$ cat src/rtl/pads_cfg_seq_pkg.sv
// Shared definitions for the pad output-enable configuration sequencer.
// State encodings, pad-window geometry and the pad address helper.
package pads_cfg_seq_pkg;

   localparam int          PAD_TOTAL        = 44;
   localparam int          IDX_W            = 6;
   localparam logic [31:0] PAD_BASE_DEFAULT = 32'h3000_6000;

   localparam logic [2:0] ST_IDLE = 3'd0;
   localparam logic [2:0] ST_WR   = 3'd1;
   localparam logic [2:0] ST_GAP  = 3'd2;
   localparam logic [2:0] ST_RD   = 3'd3;
   localparam logic [2:0] ST_FIN  = 3'd4;

   function automatic logic [31:0] pad_addr(input logic [31:0]      base,
                                            input logic [IDX_W-1:0] idx);
      return base + {{(32-IDX_W){1'b0}}, idx};
   endfunction

endpackage

$ cat src/rtl/pads_cfg_wb_timer.sv
// Ack-wait counter: cleared outside a transfer, counts while waiting,
// flags expiry on the last permitted wait cycle.
module pads_cfg_wb_timer #(
   parameter int TIMEOUT = 16
) (
   input  logic clk,
   input  logic resetb,
   input  logic clr,
   input  logic run,
   output logic expired
);

   logic [7:0] tcnt;

   // NOTE: sequential state uses non-blocking assignments so every flop
   // samples the pre-edge values regardless of block ordering.
   always_ff @(posedge clk or negedge resetb) begin
      if (!resetb) begin
         tcnt <= '0;
      end else if (clr) begin
         tcnt <= '0;
      end else if (run) begin
         tcnt <= tcnt + 8'd1;
      end
   end

   assign expired = (tcnt == 8'(TIMEOUT - 1));

endmodule

$ cat src/rtl/pads_cfg_seq.sv
// Wishbone initiator writing one OEN bit per pad into the pad-config window.
// Define PADS_CFG_READBACK_EN to read back and verify every pad after its write.
module pads_cfg_seq
   import pads_cfg_seq_pkg::*;
#(
   parameter int          NUM_PADS  = 38,
   parameter logic [31:0] BASE_ADDR = PAD_BASE_DEFAULT,
   parameter int          TIMEOUT   = 16
) (
   input  logic                 clk,
   input  logic                 resetb,
   input  logic                 start,
   input  logic [PAD_TOTAL-1:0] oen_mask,
   output logic                 busy,
   output logic                 done,
   output logic                 err,
   output logic [IDX_W-1:0]     err_idx,
   output logic                 wbm_cyc_o,
   output logic                 wbm_stb_o,
   output logic                 wbm_we_o,
   output logic [3:0]           wbm_sel_o,
   output logic [31:0]          wbm_adr_o,
   output logic [31:0]          wbm_dat_o,
   input  logic                 wbm_ack_i,
   input  logic [31:0]          wbm_dat_i
);

   localparam logic [IDX_W-1:0] LAST_IDX = IDX_W'(NUM_PADS - 1);

   logic [2:0]           state;
   logic [IDX_W-1:0]     idx;
   logic [PAD_TOTAL-1:0] mask_q;
   logic                 xfer;
   logic                 last_pad;
   logic                 t_expired;
   logic                 unused_dat;

   assign xfer     = (state == ST_WR) || (state == ST_RD);
   assign last_pad = (idx == LAST_IDX);

   pads_cfg_wb_timer #(
      .TIMEOUT (TIMEOUT)
   ) u_timer (
      .clk     (clk),
      .resetb  (resetb),
      .clr     (!xfer),
      .run     (xfer && !wbm_ack_i),
      .expired (t_expired)
   );

`ifdef PADS_CFG_READBACK_EN
   logic rd_phase;
   assign unused_dat = ^wbm_dat_i[31:1];
`else
   assign unused_dat = ^wbm_dat_i;
`endif

   // NOTE: every register, including the captured mask, takes the async
   // reset so no partial sequence survives a reset mid-transfer.
   always_ff @(posedge clk or negedge resetb) begin
      if (!resetb) begin
         state   <= ST_IDLE;
         idx     <= '0;
         mask_q  <= '0;
         err     <= 1'b0;
         err_idx <= '0;
`ifdef PADS_CFG_READBACK_EN
         rd_phase <= 1'b0;
`endif
      end else begin
         case (state)
            ST_IDLE: begin
               if (start) begin
                  mask_q  <= oen_mask;
                  idx     <= '0;
                  err     <= 1'b0;
                  err_idx <= '0;
                  state   <= ST_WR;
`ifdef PADS_CFG_READBACK_EN
                  rd_phase <= 1'b0;
`endif
               end
            end
            ST_WR: begin
               if (wbm_ack_i) begin
`ifdef PADS_CFG_READBACK_EN
                  rd_phase <= 1'b1;
                  state    <= ST_GAP;
`else
                  if (last_pad) begin
                     state <= ST_FIN;
                  end else begin
                     idx   <= idx + IDX_W'(1);
                     state <= ST_GAP;
                  end
`endif
               end else if (t_expired) begin
                  err     <= 1'b1;
                  err_idx <= idx;
                  state   <= ST_FIN;
               end
            end
            ST_GAP: begin
`ifdef PADS_CFG_READBACK_EN
               state <= rd_phase ? ST_RD : ST_WR;
`else
               state <= ST_WR;
`endif
            end
`ifdef PADS_CFG_READBACK_EN
            ST_RD: begin
               if (wbm_ack_i) begin
                  rd_phase <= 1'b0;
                  if (wbm_dat_i[0] != mask_q[idx]) begin
                     err     <= 1'b1;
                     err_idx <= idx;
                     state   <= ST_FIN;
                  end else if (last_pad) begin
                     state <= ST_FIN;
                  end else begin
                     idx   <= idx + IDX_W'(1);
                     state <= ST_GAP;
                  end
               end else if (t_expired) begin
                  err     <= 1'b1;
                  err_idx <= idx;
                  state   <= ST_FIN;
               end
            end
`endif
            ST_FIN: begin
               state <= ST_IDLE;
            end
            default: begin
               state <= ST_IDLE;
            end
         endcase
      end
   end

   // Bus outputs decode straight from state so reset drops cyc/stb at once.
   assign busy      = (state != ST_IDLE);
   assign done      = (state == ST_FIN);
   assign wbm_cyc_o = xfer;
   assign wbm_stb_o = xfer;
   assign wbm_we_o  = (state == ST_WR);
   assign wbm_sel_o = xfer ? 4'hF : 4'h0;
   assign wbm_adr_o = xfer ? pad_addr(BASE_ADDR, idx) : 32'h0;
   assign wbm_dat_o = (state == ST_WR) ? {31'b0, mask_q[idx]} : 32'h0;

endmodule

$ cat config.mk
export PLATFORM = sky130hd
export DESIGN_NAME = pads_cfg_seq
export DESIGN_NICKNAME = d
export VERILOG_FILES = /design/src/rtl/pads_cfg_seq_pkg.sv /design/src/rtl/pads_cfg_wb_timer.sv /design/src/rtl/pads_cfg_seq.sv
export SDC_FILE = /design/constraint.sdc
export NUM_CORES = 1
export LEC_CHECK = 0
export BUFFER_PORTS_ARGS = -buffer_cell sky130_fd_sc_hd__buf_2
export CORE_MARGIN = 5
export CORE_UTILIZATION = 41
export CTS_CLUSTER_DIAMETER = 30
export DETAILED_ROUTE_END_ITERATION = 6
export GPL_TIMING_DRIVEN = 0
export PLACE_DENSITY = 0.73
export SYNTH_ARGS = -nofsm -noshare
export SYNTH_HDL_FRONTEND = slang
export SYNTH_SLANG_ARGS = --single-unit
$ cat constraint.sdc
create_clock -name clk -period 5.6 [get_ports clk]
set_input_delay 0.84 -clock clk [delete_from_list [all_inputs] [get_ports clk]]
set_output_delay 0.84 -clock clk [all_outputs]
set_load 0.02 [all_outputs]
==> results.toml <==
[critical_path]
cp-start-kind = "flip-flop"
critPathTopFamily = "buffers and inverters"
cp_cell_sequence = "buf_2, buf_2, mux2_2, a221oi_1, a311o_1, o22ai_1, buf_2"
arrival_ns = 2.53
crit_slowest_cell = "mux2_2"
crit_top_cell = "buf_2"
worstPathMaxFanout = 10
max_stage_delay_ns = 0.39
r2r_cells = 7
cp.required_ns = 4.76
crit_type = "flip-flop to output pin"
crit_path_end_kind = "output pin"
cp.depth = 7
path_buf_inv = 3

[yosys]
synth-compound-area-share = 0.03889
ys_types = 41
synthArstFlopShare = 1.000
synth.most_common_cell = "nand2_1"
synth-simple-area-share = 0.2198
synthCells = 409
synth_area_leaders = "dfrtp_1 46%, nand2_1 15%, buf_4 13%"
synth_top_area_frac = 0.4599
avgSynthCellArea_um2 = 9.046
synth_fa_ha_area_frac = 0.01015
synth_common_cells = "149 x nand2_1, 68 x dfrtp_1, 62 x buf_4, 16 x clkbuf_1, 15 x nor2_1"
synth_top_area_cell = "dfrtp_1"
synth-seq-cells = 68
synth_top_family_by_area = "simple AND/OR/NAND/NOR gates"
ys_seq_area_frac = 0.4599
ys_warn_count = 0
synth_edf_count = 0
ys.flop_type = "dfrtp_1"
syn_area_um2 = 3700
synthXorXnorAreaFrac = 0.01657
muxShareOfSynthArea = 0.09638

[detailed_routing]
first_iter_violations = 143
ant_nets = 0
dr.pass1.iters = 6
vias = 2899
drc = 0
via_per_inst = 4.406
routedWlPerCell_um = 12.63
wirelength_um = 8310

[die]
die_width_um = 105.0
coreArea_um2 = 8763
die_y_um = 105.0
std_cell_rows = 34
dieArea_um2 = 11020
start_util = 0.4222
ios = 160

[timing]
holdWs_ns = 0.4724
fin_crit_sh = 0.6022
rsz0062_at_grt = "false"
finalSetupViolCount = 0
slew_viol_final = 0
fin_crit_ns = 3.372
hold_viol = 0
timing.fmax_mhz = 296.5
final.setup_skew_ns = 0.003892
relSlewSlack = 0.4379
tightest_slew_ns = 0.8432
fin_tns_setup_ns = 0

[hold_path]
hp-class = "flip-flop to flip-flop"
min_path_cells = 2

[place]
io_buffer_count = 73
dpl.hpwl_um = 6281
gp_congestion = 0.8234

[finish]
drive_gt1_frac = 0.3091
area_growth_pct = 25.23
fill_cells = 844
layout.nets = 628
num_antenna_cells = 0

[clock_network]
path_clk_slew_ns = 0.07
cts_resized = 0
cts_buffers = 9
cts_setup_buffers = 0
cts_max_level = 3
cts-root-buf = "clkbuf_8"
cts_hold_buffers = 0
numClockSinks = 68
cts_tree = "done"
insertion_delay_ns = 0.34
cts_buffer_depth = 2

[global_routing]
grt_max_degree = 69
grt.overflow.total = 0
grt_pass1_vias = 2994
grt_pass1_wl_um = 14080
grt_usage = 0.1572
antenna_found_initial = 0

[pwr]
p_per_area_nw_per_um2 = 444.7
peakVddDrop_mv = 0.1979
p_leak_nw = 2.568
total_power_w = 0.002060

[run_status]
status = "completed"

[flow_run]
drv_cap = 0
[layout by cell type, fill, tap and decap left out, types with 2 or more instances in the layout]
cell,count
clkbuf_1,16
inv_1,11
bufinv_16,2
xnor2_1,5
clkbuf_8,11
dfrtp_1,68
buf_2,75
and2_1,3
nor2_1,15
a22oi_1,2
mux4_2,9
mux2i_1,12
nand2_1,149
or3_1,3
clkinvlp_4,2
nand3b_1,2
conb_1,53
nor2b_1,3
nor3b_1,2
xor2_1,2
mux2_2,3
ha_1,3
a21oi_1,6
nand3_1,4
buf_4,63
o21ai_0,3
nor3_1,5
[metrics by stage]
stage               instance area, µm²  std cells  worst slack [ns]  utilization
detailed placement                4398        642             2.572       0.5019
finish                            4633        658             2.228       0.5287
CTS                               4633        658             2.182       0.5287
global placement                  4395        642             2.573       0.5016
floorplan                         3895        461             2.979            -
global route                      4633        658             2.035       0.5287
[cell type report]
| cell class | count | area, µm² | area share |
|---|---|---|---|
| well taps | 108 | 135.1 | 0.02917 |
| flip-flops and latches | 68 | 1702 | 0.3673 |
| clock buffers | 11 | 151.4 | 0.03268 |
| clock inverters | 5 | 83.83 | 0.01809 |
| repair buffers | 73 | 367.9 | 0.07940 |
| inverters | 11 | 41.29 | 0.008912 |
| plain buffers | 81 | 540.5 | 0.1167 |
| multi-input cells | 301 | 1612 | 0.3478 |
[registers in the layout (all words and copies together), names as in the netlist]
signal	flops
mask_q	44
u_timer.tcnt	8
err_idx	6
idx	6
state	3
err	1
[power by group]
group	internal [W]	total [W]	switching, W
combinational	0.000355	0.000831	0.000476
sequential	0.000662	0.000760	0.0000976
clock	0.000276	0.000470	0.000194
total	0.00129	0.00206	0.000768
[tightest hold or removal path: stages (launching register included)]
cell and delay [ns]:
dfrtp_1 0.34, nand2_1 0.05, nand2_1 0.06
[routing by layer]
layer,track usage,vias to the layer above,wire length (µm)
li1,-,1474,-
met3,0.05055,13,666
met2,0.2612,108,3955
met1,0.1880,1304,3528
met4,0.06484,0,159
met5,0,-,0
[final timing paths]
| check | startpoint | end | slack [ns] |
|---|---|---|---|
| max | idx[0] | wbm_dat_o[0] | 2.23 |
| min | err | err | 0.47 |
| max reg2reg | idx[1] | idx[4] | 3.18 |
| min reg2reg | err | err | 0.47 |
| max in group asynchronous | resetb | u_timer.tcnt[3] | 4.46 |
| min in group asynchronous | resetb | mask_q[21] | 0.59 |
[cell families after synthesis]
logic type	Yosys count
and+or+nand+nor	194
buffers and inverters	92
DFF	68
muxes	24
AOI/OAI and AO/OA	20
xor gates and xnor gates	7
adders and majority gates	3
other	1
(Power assumes the default switching activity.)
